==> src/rtl/accel_issue_queue.sv <==
`default_nettype none
// +--------------------------------------------------------------------------+
// | Module   : accel_issue_queue                                             |
// | Purpose  : In-order command FIFO and single-outstanding issue sequencer  |
// |            for the HE accelerator; absorbs SET_PARAM ops locally into    |
// |            the t/q modulus registers.                                    |
// | Revision : 1.0  initial release                                          |
// +--------------------------------------------------------------------------+
module accel_issue_queue #(
  parameter int DEPTH     = 4,
  parameter int ADDR_W    = 32,
  parameter int BIT_WIDTH = 32
) (
  input  logic                     clk,
  input  logic                     reset,
  input  logic                     cmd_valid,
  output logic                     cmd_ready,
  input  logic [2:0]               cmd_funct3,
  input  logic [ADDR_W-1:0]        cmd_src,
  input  logic [ADDR_W-1:0]        cmd_dst,
  output logic                     iq_assert,
  output logic [2:0]               funct3,
  output logic [ADDR_W-1:0]        source,
  output logic [ADDR_W-1:0]        destination,
  input  logic                     accel_ready,
  input  logic                     accel_done,
  output logic                     cmp_valid,
  output logic [ADDR_W-1:0]        cmp_dst,
  output logic [BIT_WIDTH-1:0]     he_t,
  output logic [BIT_WIDTH-1:0]     he_q,
  output logic [$clog2(DEPTH):0]   count,
  output logic                     err_spurious
);

  localparam int         PTR_W       = $clog2(DEPTH);
  localparam int         CNT_W       = PTR_W + 1;
  localparam logic [2:0] C_SET_PARAM = 3'b111;

  typedef enum logic [0:0] {
    S_IDLE = 1'b0,
    S_BUSY = 1'b1
  } state_t;

  // Queue storage (data only; validity is tracked by the pointers/count)
  logic [2:0]        r_mem_f3  [DEPTH];
  logic [ADDR_W-1:0] r_mem_src [DEPTH];
  logic [ADDR_W-1:0] r_mem_dst [DEPTH];

  logic [PTR_W-1:0]  r_wr_ptr;
  logic [PTR_W-1:0]  r_rd_ptr;
  logic [CNT_W-1:0]  r_count;

  state_t            r_state;
  state_t            w_state_nxt;

  logic              r_iq_assert;
  logic [2:0]        r_funct3;
  logic [ADDR_W-1:0] r_source;
  logic [ADDR_W-1:0] r_destination;
  logic              r_cmp_valid;
  logic [ADDR_W-1:0] r_cmp_dst;
  logic [BIT_WIDTH-1:0] r_he_t;
  logic [BIT_WIDTH-1:0] r_he_q;
  logic              r_err;

  logic              w_full;
  logic              w_empty;
  logic              w_push;
  logic              w_pop;
  logic              w_issue;
  logic              w_set;
  logic              w_cmp;
  logic              w_spur;
  logic [2:0]        w_head_f3;
  logic [ADDR_W-1:0] w_head_src;
  logic [ADDR_W-1:0] w_head_dst;

  // Full is judged on the registered count only, so a same-cycle pop never frees a slot
  assign w_full     = (r_count == CNT_W'(DEPTH));
  assign w_empty    = (r_count == '0);
  assign w_push     = cmd_valid && !w_full;
  assign w_head_f3  = r_mem_f3[r_rd_ptr];
  assign w_head_src = r_mem_src[r_rd_ptr];
  assign w_head_dst = r_mem_dst[r_rd_ptr];

  // Write the incoming op at the tail
  always_ff @(posedge clk) begin
    if (w_push) begin
      r_mem_f3[r_wr_ptr]  <= cmd_funct3;
      r_mem_src[r_wr_ptr] <= cmd_src;
      r_mem_dst[r_wr_ptr] <= cmd_dst;
    end
  end

  // Pointer and occupancy bookkeeping; pointers wrap naturally at DEPTH
  always_ff @(posedge clk or negedge reset) begin
    if (!reset) begin
      r_wr_ptr <= '0;
      r_rd_ptr <= '0;
      r_count  <= '0;
    end else begin
      if (w_push) r_wr_ptr <= r_wr_ptr + PTR_W'(1);
      if (w_pop)  r_rd_ptr <= r_rd_ptr + PTR_W'(1);
      case ({w_push, w_pop})
        2'b10:   r_count <= r_count + CNT_W'(1);
        2'b01:   r_count <= r_count - CNT_W'(1);
        default: r_count <= r_count;
      endcase
    end
  end

  // Sequencer state register
  always_ff @(posedge clk or negedge reset) begin
    if (!reset) r_state <= S_IDLE;
    else        r_state <= w_state_nxt;
  end

  // Sequencer decisions: SET_PARAM drains locally, accel ops wait for ready, BUSY waits for done
  always_comb begin
    w_state_nxt = r_state;
    w_pop       = 1'b0;
    w_issue     = 1'b0;
    w_set       = 1'b0;
    w_cmp       = 1'b0;
    w_spur      = 1'b0;
    case (r_state)
      S_IDLE: begin
        w_spur = accel_done;
        if (!w_empty) begin
          if (w_head_f3 == C_SET_PARAM) begin
            w_pop = 1'b1;
            w_set = 1'b1;
          end else if (accel_ready) begin
            w_pop       = 1'b1;
            w_issue     = 1'b1;
            w_state_nxt = S_BUSY;
          end
        end
      end
      S_BUSY: begin
        if (accel_done) begin
          w_cmp       = 1'b1;
          w_state_nxt = S_IDLE;
        end
      end
      default: w_state_nxt = S_IDLE;
    endcase
  end

  // Registered issue/completion/parameter outputs; issued fields hold until the next issue
  always_ff @(posedge clk or negedge reset) begin
    if (!reset) begin
      r_iq_assert   <= 1'b0;
      r_funct3      <= '0;
      r_source      <= '0;
      r_destination <= '0;
      r_cmp_valid   <= 1'b0;
      r_cmp_dst     <= '0;
      r_he_t        <= '0;
      r_he_q        <= '0;
      r_err         <= 1'b0;
    end else begin
      r_iq_assert <= w_issue;
      r_cmp_valid <= w_cmp;
      if (w_issue) begin
        r_funct3      <= w_head_f3;
        r_source      <= w_head_src;
        r_destination <= w_head_dst;
      end
      if (w_cmp) r_cmp_dst <= r_destination;
      if (w_set) begin
        r_he_t <= w_head_src[BIT_WIDTH-1:0];
        r_he_q <= w_head_dst[BIT_WIDTH-1:0];
      end
      if (w_spur) r_err <= 1'b1;
    end
  end

  assign cmd_ready    = !w_full;
  assign iq_assert    = r_iq_assert;
  assign funct3       = r_funct3;
  assign source       = r_source;
  assign destination  = r_destination;
  assign cmp_valid    = r_cmp_valid;
  assign cmp_dst      = r_cmp_dst;
  assign he_t         = r_he_t;
  assign he_q         = r_he_q;
  assign count        = r_count;
  assign err_spurious = r_err;

endmodule
`default_nettype wire

==> config.mk <==
export PLATFORM = sky130hd
export DESIGN_NAME = accel_issue_queue
export DESIGN_NICKNAME = d
export VERILOG_FILES = /design/src/rtl/accel_issue_queue.sv
export SDC_FILE = /design/constraint.sdc
export NUM_CORES = 1
export LEC_CHECK = 0
export BUFFER_PORTS_ARGS = -buffer_cell sky130_fd_sc_hd__buf_2
export CAP_MARGIN = 30
export CORE_ASPECT_RATIO = 1.25
export CORE_MARGIN = 8
export CORE_UTILIZATION = 50
export DETAILED_ROUTE_END_ITERATION = 16
export HOLD_SLACK_MARGIN = 0.08
export PLACE_DENSITY = 0.71
export SLEW_MARGIN = 20
export SYNTH_ARGS = -nofsm -noshare
export SYNTH_HDL_FRONTEND = slang
export SYNTH_SLANG_ARGS = --single-unit
export TNS_END_PERCENT = 100
==> constraint.sdc <==
create_clock -name clk -period 6.2 [get_ports clk]
set_input_delay 0.93 -clock clk [delete_from_list [all_inputs] [get_ports clk]]
set_output_delay 0.93 -clock clk [all_outputs]
set_load 0.01 [all_outputs]
==> results.toml <==
[floorplanning]
row_count = 74
initial_core_util_pct = 50.3
core_area_um2 = 32300
dieArea_um2 = 38500
num_io_pins = 242
die_w_um = 177
die-height_um = 218

[global_routing]
grtUsageTotal_pct = 16.9
grt_remaining_overflow = 0
grt_max_degree = 77
grt_pass1_wl_mm = 50.2
antenna_found_initial = 4
grt_pass1_vias = 8676

[timing]
fin_crit_sh_pct = 56.3
finalMaxSlewViolations = 0
finClkSkew_ns = 0.0164
hold_slack_ns = 0.340
tns_ns = 0
max_clock_freq_mhz = 287
setup_ws_ns = 2.71
max_slew_margin_pct = 40.1
min_period_ns = 3.49
setup_viol = 0
worst_pin_slew_ns = 0.895
final_hold_viol_count = 0
rsz0062_at_grt = "false"

[placement]
dpl_worst_slack_ns = 2.57
portBuffers = 241
dp_hpwl_mm = 20.6
place.gp.congestion = 0.692

[worst_setup_path]
crit_fanout = 38
start_kind = "register"
reg2reg_from = "r_rd_ptr[0]"
worst-r2r-cell-count = 5
end_kind = "register"
critPathLaunch = "r_rd_ptr[0]"
timing.rr.end = "destination[13]"
r2r_setup_slack_ns = 2.71
required_ns = 6.62
endpoint = "destination[13]"
crit_arrival_ns = 3.91
worst-setup-path-type = "register to register"

[clock_tree]
cts_tree = "built"
clk-insertion-delay-late_ns = 0.54
cts_made_buffers = 42
ctsHoldBuffers = 0
clockBufferDepth = 3
cts-root-buf = "clkbuf_16"
post-cts-setup-buffers = 0
htree_num_levels = 2
cts_resized = 0
clk_pin_slew_ns = 0.06
clock_sinks = 442

[drt]
met3_length_mm = 2.17
topRoutingLayerUsed = "met5"
num_vias = 7793
wl_per_cell_um = 22.1
wl_met2_mm = 16.8
wl_mm = 32.3
avgViaCountPerCell = 5.33
first_pass_iters = 4
final_antenna_net_count = 0
drt_iter0_markers = 348
drc = 0
drt-met1-wl_mm = 12.6

[yosys]
syn_inst = 747
synth_top_cell_by_area = "edfxtp_1"
synth_edf_count = 268
ys_top_cells_by_area = "edfxtp_1 50%, dfrtp_1 27%, mux4_2 9.3%"
synth_seq_cells = 442
synthesis.nets = 825
ys_seq_area_share_pct = 76.4
ys_types = 31
synth-warning-count = 0
synth_most_common_cell = "edfxtp_1"
synth_ff_type = "edfxtp_1"
ys_async_sr_fraction_pct = 39.4
syn_area_per_cell_um2 = 21.7
yosysTopAreaCellShare_pct = 49.5
synth_commonest_cells = "268 x edfxtp_1, 174 x dfrtp_1, 123 x mux2_2, 67 x mux4_2, 38 x mux2_1"
syn_area_um2 = 16200

[power_and_ir_drop]
power.leakage_nw = 7.55
irDropWorstVdd_mv = 0.320
power.density_nw_per_um2 = 533
total_power_w = 0.0104

[layout]
multi_input_area_um2 = 3640
fillCellCount = 2354
fin_util_pct = 60.1
seq_area_um2 = 12400
final_layout_size_suffix_gt1_share_pct = 49.4
syn_to_final_growth_pct = 19.5
final_nets = 1089

[hold_path]
hold_class = "primary input to asynchronous set/reset pin"

[job]
drv_cap = 0

[status]
status = "finished, final reports clean"
final cells by class:
cell class	instances	area share (%)
Timing Repair Buffer	253	7.22
Clock buffer	60	6.13
Tap cell	418	2.69
Multi-Input combinational cell	263	18.7
Sequential cell	442	63.9
Inverter	9	0.174
Clock inverter	17	1.11
Antenna cell	1	0.0129
cells by family after synthesis:
logic type                 Yosys count  share of synthesized area, %
AOI/OAI and AO/OA                    8                         0.354
muxes                              229                          20.5
adders and majority gates            6                         0.508
buffers and inverters               42                          1.43
xor gates and xnor gates             6                         0.324
DFF                                442                          76.4
and+or+nand+nor                     14                         0.524
worst min path at each step:
stage / cells after the start / startpoint / slack (ns) / endpoint
floorplan: 1 / err_spurious / 0.49 / err_spurious
global placement: 1 / source[23] / 0.46 / source[23]
detailed placement: 1 / source[9] / 0.47 / source[9]
CTS: 1 / reset / 0.34 / source[29]
global route: 1 / reset / 0.36 / source[24]
finish: 1 / reset / 0.34 / he_t[7]
per-layer routing:
| layer | track usage, % | vias up |
|---|---|---|
| li1 | - | 3447 |
| met1 | 20.2 | 4090 |
| met2 | 29.7 | 204 |
| met3 | 4.57 | 48 |
| met4 | 4.69 | 4 |
| met5 | 0 | - |
critical path, cell delays in order (launching register included):
cell and delay, ns:
dfrtp_4 0.93, mux4_2 0.61, and3_1 0.29, nor2_4 0.55, buf_4 0.52, mux2_2 0.39
through the flow:
step                instances  instance area, um^2
CTS                      1461                19400
detailed placement       1384                18000
floorplan                 747                16200
global route             1462                19400
finish                   1463                19400
global placement         1379                17900
layout by cell type, fill, tap and decap left out, drive strengths merged:
| cell | n |
|---|---|
| clkinv | 9 |
| inv | 10 |
| a21o | 1 |
| clkinvlp | 2 |
| and2 | 1 |
| fa | 1 |
| mux4 | 67 |
| nand2 | 2 |
| o22ai | 1 |
| mux2i | 1 |
| xnor2 | 4 |
| nand3 | 1 |
| bufinv | 5 |
| clkbuf | 61 |
| diode | 1 |
| dfrtp | 174 |
| and3 | 5 |
| o21ai | 1 |
| o22a | 3 |
| or3b | 1 |
| nor3 | 1 |
| ha | 5 |
| mux2 | 161 |
| a21oi | 1 |
| xor2 | 2 |
| nor2 | 3 |
| edfxtp | 268 |
| buf | 252 |
| o211ai | 1 |
power breakdown:
group / switching (W) / total, W / internal (W)
clock network: 0.00104 / 0.00259 / 0.00155
logic: 0.00155 / 0.00314 / 0.00158
registers: 0.000505 / 0.00463 / 0.00412
flip-flops by register name, summed over array words and instances, names as in the netlist:
| register | flops |
|---|---|
| r_wr_ptr | 2 |
| destination | 32 |
| count | 3 |
| funct3 | 3 |
| err_spurious | 1 |
| source | 32 |
| he_q | 32 |
| r_state | 1 |
| iq_assert | 1 |
| r_rd_ptr | 2 |
| r_mem_f3 | 12 |
| cmp_valid | 1 |
| r_mem_dst | 128 |
| r_mem_src | 128 |
| he_t | 32 |
| cmp_dst | 32 |
Power figures use the tool's default switching activity.
